==> config.mk <==
export PLATFORM = sky130hd
export DESIGN_NAME = codestream_out_packer
export DESIGN_NICKNAME = d
export VERILOG_FILES = /design/src/rtl/codestream_out_packer.sv
export SDC_FILE = /design/constraint.sdc
export NUM_CORES = 2
export LEC_CHECK = 0
export ABC_AREA = 1
export CAP_MARGIN = 5
export CORE_ASPECT_RATIO = 0.9
export CORE_MARGIN = 3
export CORE_UTILIZATION = 35
export CTS_CLUSTER_DIAMETER = 120
export DETAILED_ROUTE_END_ITERATION = 8
export DONT_BUFFER_PORTS = 1
export HOLD_SLACK_MARGIN = 0.12
export PLACE_DENSITY = 0.57
export SLEW_MARGIN = 20
export SYNTH_ARGS = -nofsm -noshare
export SYNTH_HDL_FRONTEND = slang
export SYNTH_SLANG_ARGS = --single-unit
==> constraint.sdc <==
create_clock -name clk_dwt -period 10.5 [get_ports clk_dwt]
set_clock_uncertainty 0.05 [all_clocks]
set_input_delay 0 -clock clk_dwt [delete_from_list [all_inputs] [get_ports clk_dwt]]
set_output_delay 0 -clock clk_dwt [all_outputs]
set_load 0.03 [all_outputs]
==> src/rtl/codestream_out_packer.sv <==
// Compacts sparse byte-enabled codestream writes into dense big-endian 32-bit words,
// buffers them in a FWFT FIFO and closes each tile with a byte-counted terminating word.
module codestream_out_packer #(
    parameter int unsigned FIFO_DEPTH = 16,
    parameter logic [7:0]  PAD_BYTE   = 8'h00
) (
    input  logic        clk_dwt,
    input  logic        rst,
    input  logic [3:0]  write_en,
    input  logic [31:0] output_to_fpga_32,
    input  logic        frame_end,
    output logic        m_valid,
    input  logic        m_ready,
    output logic [31:0] m_data,
    output logic [2:0]  m_bytes,
    output logic        m_last,
    output logic [15:0] m_addr,
    output logic [31:0] frame_bytes,
    output logic [4:0]  frame_cnt,
    output logic        ovf_err
);

    localparam int unsigned AW = $clog2(FIFO_DEPTH);
    localparam int unsigned EW = 52;
    localparam logic [AW:0] FULL_CNT = (AW + 1)'(FIFO_DEPTH);

    typedef enum logic [0:0] {
        ST_RUN   = 1'b0,
        ST_FLUSH = 1'b1
    } state_t;

    state_t       state_r, state_nxt_s;
    logic [23:0]  acc_r, acc_nxt_s;
    logic [1:0]   acc_cnt_r, acc_cnt_nxt_s;
    logic [31:0]  run_bytes_r, run_bytes_nxt_s;
    logic [15:0]  word_idx_r, word_idx_nxt_s;
    logic [31:0]  frame_bytes_r;
    logic [4:0]   frame_cnt_r;
    logic         ovf_r;

    logic [55:0]  comb_s;
    logic [2:0]   total_s;
    logic [2:0]   n_s;
    logic [31:0]  term_s;
    logic         push_s;
    logic [EW-1:0] push_entry_s;
    logic         ovf_set_s;
    logic         flush_done_s;

    logic [EW-1:0] mem_r [FIFO_DEPTH];
    logic [AW-1:0] wr_ptr_r;
    logic [AW-1:0] rd_ptr_r;
    logic [AW:0]   fifo_cnt_r;
    logic          pop_s;
    logic          space_s;
    logic [EW-1:0] head_s;

    // Append this cycle's enabled lanes (3 down to 0) behind the leftover bytes.
    always_comb begin
        comb_s  = {acc_r, 32'h0000_0000};
        total_s = {1'b0, acc_cnt_r};
        for (int i = 3; i >= 0; i--) begin
            if (write_en[i]) begin
                comb_s[55 - 8*int'(total_s) -: 8] = output_to_fpga_32[8*i +: 8];
                total_s = total_s + 3'd1;
            end else begin
                total_s = total_s;
            end
        end
        n_s = total_s - {1'b0, acc_cnt_r};
    end

    // Terminating word: leftover bytes left-aligned, unused lanes padded.
    always_comb begin
        term_s = {4{PAD_BYTE}};
        for (int k = 0; k < 3; k++) begin
            if (k < int'(acc_cnt_r)) begin
                term_s[31 - 8*k -: 8] = acc_r[23 - 8*k -: 8];
            end else begin
                term_s[31 - 8*k -: 8] = PAD_BYTE;
            end
        end
    end

    assign pop_s   = (fifo_cnt_r != {(AW + 1){1'b0}}) && m_ready;
    assign space_s = (fifo_cnt_r != FULL_CNT) || pop_s;

    // Next-state, accumulator update and FIFO push decision.
    always_comb begin
        state_nxt_s     = state_r;
        acc_nxt_s       = acc_r;
        acc_cnt_nxt_s   = acc_cnt_r;
        run_bytes_nxt_s = run_bytes_r;
        word_idx_nxt_s  = word_idx_r;
        push_s          = 1'b0;
        push_entry_s    = {EW{1'b0}};
        ovf_set_s       = 1'b0;
        flush_done_s    = 1'b0;
        case (state_r)
            ST_RUN: begin
                run_bytes_nxt_s = run_bytes_r + {29'd0, n_s};
                if (total_s >= 3'd4) begin
                    acc_nxt_s     = comb_s[23:0];
                    acc_cnt_nxt_s = 2'(total_s - 3'd4);
                    // A full word with no room is lost, but the leftover still advances.
                    if (space_s) begin
                        push_s         = 1'b1;
                        push_entry_s   = {comb_s[55:24], 3'd4, 1'b0, word_idx_r};
                        word_idx_nxt_s = word_idx_r + 16'd1;
                    end else begin
                        ovf_set_s = 1'b1;
                    end
                end else begin
                    acc_nxt_s     = comb_s[55:32];
                    acc_cnt_nxt_s = total_s[1:0];
                end
                if (frame_end) begin
                    state_nxt_s = ST_FLUSH;
                end else begin
                    state_nxt_s = ST_RUN;
                end
            end
            ST_FLUSH: begin
                ovf_set_s = |write_en;
                if (space_s) begin
                    push_s          = 1'b1;
                    push_entry_s    = {term_s, {1'b0, acc_cnt_r}, 1'b1, word_idx_r};
                    acc_nxt_s       = 24'h00_0000;
                    acc_cnt_nxt_s   = 2'd0;
                    run_bytes_nxt_s = 32'd0;
                    word_idx_nxt_s  = 16'd0;
                    flush_done_s    = 1'b1;
                    state_nxt_s     = ST_RUN;
                end else begin
                    state_nxt_s = ST_FLUSH;
                end
            end
            default: begin
                state_nxt_s = ST_RUN;
            end
        endcase
    end

    // Packer state, accumulator and per-tile counters.
    always_ff @(posedge clk_dwt or negedge rst) begin
        if (!rst) begin
            state_r     <= ST_RUN;
            acc_r       <= 24'h00_0000;
            acc_cnt_r   <= 2'd0;
            run_bytes_r <= 32'd0;
            word_idx_r  <= 16'd0;
        end else begin
            state_r     <= state_nxt_s;
            acc_r       <= acc_nxt_s;
            acc_cnt_r   <= acc_cnt_nxt_s;
            run_bytes_r <= run_bytes_nxt_s;
            word_idx_r  <= word_idx_nxt_s;
        end
    end

    // Tile statistics and sticky overflow flag.
    always_ff @(posedge clk_dwt or negedge rst) begin
        if (!rst) begin
            frame_bytes_r <= 32'd0;
            frame_cnt_r   <= 5'd0;
            ovf_r         <= 1'b0;
        end else begin
            ovf_r <= ovf_r | ovf_set_s;
            if (flush_done_s) begin
                frame_bytes_r <= run_bytes_r;
                frame_cnt_r   <= frame_cnt_r + 5'd1;
            end
        end
    end

    // Word FIFO; a simultaneous pop frees the slot so a push into a full FIFO succeeds.
    always_ff @(posedge clk_dwt or negedge rst) begin
        if (!rst) begin
            for (int i = 0; i < int'(FIFO_DEPTH); i++) begin
                mem_r[i] <= {EW{1'b0}};
            end
            wr_ptr_r   <= {AW{1'b0}};
            rd_ptr_r   <= {AW{1'b0}};
            fifo_cnt_r <= {(AW + 1){1'b0}};
        end else begin
            if (push_s) begin
                mem_r[wr_ptr_r] <= push_entry_s;
                wr_ptr_r        <= wr_ptr_r + AW'(1);
            end
            if (pop_s) begin
                rd_ptr_r <= rd_ptr_r + AW'(1);
            end
            case ({push_s, pop_s})
                2'b10:   fifo_cnt_r <= fifo_cnt_r + (AW + 1)'(1);
                2'b01:   fifo_cnt_r <= fifo_cnt_r - (AW + 1)'(1);
                default: fifo_cnt_r <= fifo_cnt_r;
            endcase
        end
    end

    assign head_s      = mem_r[rd_ptr_r];
    assign m_valid     = (fifo_cnt_r != {(AW + 1){1'b0}});
    assign m_data      = head_s[51:20];
    assign m_bytes     = head_s[19:17];
    assign m_last      = head_s[16];
    assign m_addr      = head_s[15:0];
    assign frame_bytes = frame_bytes_r;
    assign frame_cnt   = frame_cnt_r;
    assign ovf_err     = ovf_r;

endmodule

# == After elaboration in Yosys (flattened, before gate mapping) ==
# Index checks and enable logic that the tools add are counted.
# totals
ff_bits,958
latch_bits,0
ramBits,0
mem_bits_ro,0
in_bits,40
out_inout_bits,91
word_cells,127
memories,0
# op_classes
add_sub_neg,21
multipliers,0
n_div,0
n_lt_le_gt_ge,7
n_eq_ne,6
n_shift,8
mux,47
bitwise_logic,4
n_reduce_logical,7
# op_table
operator,n
$bwmux W832,1
$mux W52,6
$shift A8 B33 Y63 const A,4
$shiftx A8 B33 Y63,4
$bwmux W56,4
$mux W56,4
$bmux W52 S4,1
$demux W52 S4,1
$neg A7 Y33,4
$pmux W52 S2,1
$pmux W32 S2,1
$mux W16,3
$mux W24,2
$pmux W24 S2,1
$add A32 B3 Y32,1
$mux W32,1
$pmux W16 S2,1
$mux W8,3
$sub A6 B6 Y7 const A,3
$add A16 B1 Y16 const B,1
$mux W3,4
$add A5 B1 Y5 const B,2
$ge A5 B5 Y1 const B,2
$not A4 Y5,2
29 further kinds,43

# == Longest topological paths before layout ==
# depth
word_depth,15
depth_mapped,31
depth_no_buf,29

# == Least setup slack after synthesis ==
# OpenSTA, ideal clock, no wires.
# synth_timing
path_type,register to register
from,register acc_cnt_r[0]
to,register run_bytes_r[22]
setup_time_ns,0.130
arrival_ns,4.950
required_ns,10.320
slack_ns,5.371
path_stages_with_launch,24
n_path_buf,1
period_less_slack_ns,5.129
cell_sequence,dfrtp_1 -> inv_1 -> ha_1 -> buf_2 -> nand2_1 -> nand2_1 -> ha_1 -> or2_0 -> nand2_1 -> nand2_1 -> a31oi_1 -> ha_1 -> mux2i_1 -> fa_1 -> fa_1 -> inv_1 -> nand2_1 -> a21oi_1 -> nand4_1 -> nor3_1 -> nand2_1 -> or2_2 -> nand3_1 -> o21ai_0
# synth_via
elab_chain_cells,11
# synth_rtl
element,line,text
start: declaration,34,"logic [1:0] acc_cnt_r, acc_cnt_nxt_s;"
start signal: assignment,155,acc_cnt_r <= acc_cnt_nxt_s;
$add A2 B1 Y3,65,total_s = total_s + 3'd1;
$mux W3,63,if (write_en[i]) begin
$add A3 B1 Y3,65,
$mux W3,63,
$add A3 B1 Y3,65,
$mux W3,63,
$add A3 B1 Y3,65,
$mux W3,63,
$sub A3 B2 Y3 *,70,"n_s = total_s - {1'b0, acc_cnt_r};"
$add A32 B3 Y32 *,101,"run_bytes_nxt_s = run_bytes_r + {29'd0, n_s};"
$pmux W32 S2 *,99,case (state_r)
end signal: assignment,156,run_bytes_r <= run_bytes_nxt_s;
end: declaration,35,"logic [31:0] run_bytes_r, run_bytes_nxt_s;"
# Every way passes the cells marked *; elsewhere a longest branch is shown, timed or not.
# A chain may end at the register's enable or synchronous reset.

# == Worst setup path after layout ==
# layout_timing
from,register acc_cnt_r[0]
to,register acc_r[2]
# layout_via
elab_chain_cells,13
elab_cells_between_ends,35
classes_between,12 x add/sub; 1 x order compare; 8 x shift; 14 x mux
# layout_rtl
element,line,text
$add A2 B1 Y3 or $sub A6 B5 Y7 (tied branches),"65, 64",
$mux W3 or $neg A7 Y33 (tied branches),"63, 64",
$add A3 B1 Y3 (tied with other cells),65,
$mux W3 (tied with other cells),63,
$add A3 B1 Y3 (tied with other cells),65,
$mux W3 (tied with other cells),63,
$sub A6 B6 Y7 (tied with other cells),64,comb_s[55 - 8*int'(total_s) -: 8] = output_to_fpga_32[8*i +: 8];
$neg A7 Y33 or $bwmux W56 (tied branches),64,
$shiftx A8 B33 Y63 (tied with other cells),64,
$bwmux W56,64,
$mux W56,63,
$mux W24 *,102,if (total_s >= 3'd4) begin
$pmux W24 S2 *,99,
end signal: assignment,154,acc_r <= acc_nxt_s;
end: declaration,33,"logic [23:0] acc_r, acc_nxt_s;"
# Marked as above.

==> metrics.yaml <==
floorplanning:
  die_h_microns: 356
  die_area_sq_mm: 0.140
  rows: 127
  die_x_microns: 394
  initial_core_util_pct: 35.5
  io_pins: 131
  core-area_sq_mm: 0.134
synthesis:
  synth_nets: 6231
  ys.warnings.count: 0
  synthArstFlopShare_pct: 100
  ys_seq_area_share_pct: 50.5
  synthCells: 6161
  ys_ff_latch: 958
  synth_ff_type: "dfrtp_1"
  synth_edf_count: 0
  synth_area_per_cell_sq_um: 7.71
  syn-cell-area_sq_mm: 0.0475
  yosysUniqueCellTypes: 47
setup_path:
  cp_data_arrival_time_ns: 7.56
  crit_type: "register to register"
  cp.required_ns: 11.09
  crit_buf_inv: 6
  critical-path-slowest-cell: "dfrtp_1"
  r2r_start: "acc_cnt_r[0]"
  cpLargestDelayFamily: "buffers and inverters"
  cp-end-kind: "register"
  cp_slowest_stage_delay_ns: 0.88
  critPathLaunch: "acc_cnt_r[0]"
  path_common_cell: "nand2_1"
  crit_chain: "inv_1 > ha_1 > nand2_1 > nand2_1 > ha_1 > or2_0 > nand2_1 > nand2_1 > a31oi_1 > ha_1 > inv_1 > nand3_1 > nand2_1 > nor2_2 > nand3_1 > dlygate4sd3_1 > nand3_1 > dlygate4sd3_1 > nand3_1 > dlygate4sd3_1 > nand2_1 > dlygate4sd3_1"
  critPathMaxFanout: 27
  start_kind: "register"
routing:
  final_antenna_net_count: 0
  avgViaCountPerCell: 5.39
  drt-initial-drc-count: 4315
  vias: 42498
  wire_per_inst_microns: 20.9
  wl_microns: 165000
  drc: 0
  drt_pass1_iterations: 6
timing:
  fin_crit_sh_pct: 66.4
  fin_setup_tns_ns: 0
  max_freq_mhz: 144
  setup_viol: 0
  rsz0062_at_grt: "no"
  hold_viol_final: 0
  tightest_slew_ns: 1.12
  setup_ws_ns: 3.53
  timing.hold.ws_ns: 0.199
  slew_headroom_pct: 25.6
  slew_violations: 0
  period_needed_ns: 6.97
clocking:
  cts_tree: "done"
  cts_resized: 0
  cts_buffer_depth: 3
  clkSlewWorstSetupHoldPaths_ns: 0.06
  postCtsSetupBuffers: 0
  cts_buffers: 107
  clkLatencyLatePin_ns: 0.71
  clkSinkCount: 958
  htreeDepth: 3
  hold_buffers: 100
  cts-root-buf: "clkbuf_16"
run_status:
  outcome: "complete, no violations"
placed_design:
  placed_cell_area_sq_mm: 0.0484
  gp_congestion: 0.929
  post-dp-hpwl_microns: 95800
  numPortBuffers: 0
  dpl_worst_slack_ns: 3.99
final_layout:
  layout_common_cells: "nand2_1 (2283), dfrtp_1 (954), o21ai_0 (816), nor2_1 (545), nand3_1 (295)"
  nNetsFinal: 6059
  fin_area_sq_mm: 0.0529
  layout_commonest_cell: "nand2_1"
  drive_above_1_share_pct: 4.93
  area_delta_synth_final_pct: 11.4
power_and_ir_drop:
  p_total_mw: 16.2
  vdd_drop_max_mv: 0.314
  p_per_area_mw_per_mm2: 305
  leakagePower_nw: 25.1
global_routing:
  grt_pass1_vias: 40656
  grt_pass1_wl_microns: 254000
  antenna_found_initial: 4
  groute.usage.overall_pct: 23.1
  overflow: 0
  grt_max_degree: 210
flow_run:
  cap_viol_max_count: 0
worst_hold_path:
  hold_class: "input port to register"
  holdCritStartpoint: "output_to_fpga_32[29]"
path summary, 6_finish.rpt:
kind	endpoint	slack [ns]	cells after the start
setup / recovery	acc_r[2]	3.53	22
hold / removal	mem_r[285]	0.20	8
setup reg to reg	acc_r[2]	3.53	22
hold reg to reg	mem_r[224]	0.42	2
max in group asynchronous	mem_r[364]	6.83	6
min in group asynchronous	acc_r[18]	0.24	2
per-layer routing:
metal | global-route usage (%) | vias to the layer above | wire length, microns
li1 | - | 19827 | -
met1 | 33.1 | 20694 | 74900
met2 | 35.4 | 1664 | 71700
met3 | 4.74 | 311 | 13300
met4 | 6.64 | 2 | 4770
met5 | 0 | - | 13
power breakdown:
| part | switching [mW] | internal (mW) | total [mW] |
|---|---|---|---|
| Clock | 1.58 | 2.17 | 3.75 |
| Sequential | 0.876 | 4.88 | 5.75 |
| Combinational | 4.78 | 1.88 | 6.66 |
cell type report:
| class | instances | area [sq um] |
|---|---|---|
| Sequential cell | 958 | 24000 |
| Inverter | 206 | 818 |
| Fill cell | 13816 | 81000 |
| Multi-Input combinational cell | 4557 | 20800 |
| Clock inverter | 21 | 273 |
| Tap cell | 1806 | 2260 |
| Timing Repair Buffer | 159 | 1580 |
| Antenna cell | 3 | 7.51 |
| Clock buffer | 170 | 3220 |
cell usage after synthesis, types with 13 or more instances:
| cell | n | area, sq um |
|---|---|---|
| dfrtp_1 | 958 | 24000 |
| o211ai_1 | 36 | 270 |
| buf_4 | 57 | 428 |
| nor2_1 | 552 | 2070 |
| o21ai_0 | 816 | 4080 |
| buf_2 | 93 | 465 |
| o21ai_1 | 120 | 601 |
| xor2_1 | 23 | 201 |
| inv_1 | 182 | 683 |
| inv_2 | 22 | 82.6 |
| o22ai_1 | 50 | 313 |
| nand3_1 | 295 | 1480 |
| nand4_1 | 24 | 150 |
| nor3_1 | 22 | 110 |
| nand2_1 | 2283 | 8570 |
| clkbuf_1 | 244 | 916 |
| nand2_2 | 13 | 81.3 |
| buf_1 | 37 | 139 |
| o221ai_1 | 171 | 1500 |
| ha_1 | 27 | 338 |
| o21a_1 | 17 | 128 |
| a21oi_1 | 40 | 200 |
flip-flops by register name, indices dropped and copies added (netlist names):
| signal | flops |
|---|---|
| wr_ptr_r | 4 |
| acc_cnt_r | 2 |
| ovf_err | 1 |
| frame_bytes | 32 |
| rd_ptr_r | 4 |
| word_idx_r | 16 |
| frame_cnt | 5 |
| run_bytes_r | 32 |
| state_r | 1 |
| acc_r | 24 |
| fifo_cnt_r | 5 |
| mem_r | 832 |
metrics by stage:
| step | util, % | std cells |
|---|---|---|
| floorplan | - | 6161 |
| global route | 39.5 | 7878 |
| finish | 39.5 | 7880 |
| global placement | 36.1 | 7585 |
| detailed placement | 36.1 | 7586 |
| CTS | 39.5 | 7877 |
cells by family after synthesis:
logic type / after synthesis / synth area share [%]
simple gates: 3230 / 27.0
xor+xnor: 26 / 0.479
mux: 1 / 0.0211
buf+inv: 646 / 5.94
flops: 958 / 50.5
compound gates: 1270 / 15.3
fa+ha+maj: 30 / 0.838
worst reg2reg max path, stage by stage, from the launching register on:
cell and delay (ns):
dfrtp_1 0.88, inv_1 0.36, ha_1 0.57, nand2_1 0.11, nand2_1 0.19, ha_1 0.28
or2_0 0.22, nand2_1 0.21, nand2_1 0.09, a31oi_1 0.18, ha_1 0.23, inv_1 0.08
nand3_1 0.10, nand2_1 0.34, nor2_2 0.46, nand3_1 0.13, dlygate4sd3_1 0.59, nand3_1 0.08
dlygate4sd3_1 0.56, nand3_1 0.06, dlygate4sd3_1 0.59, nand2_1 0.06, dlygate4sd3_1 0.54
(Power assumes the default switching activity.)
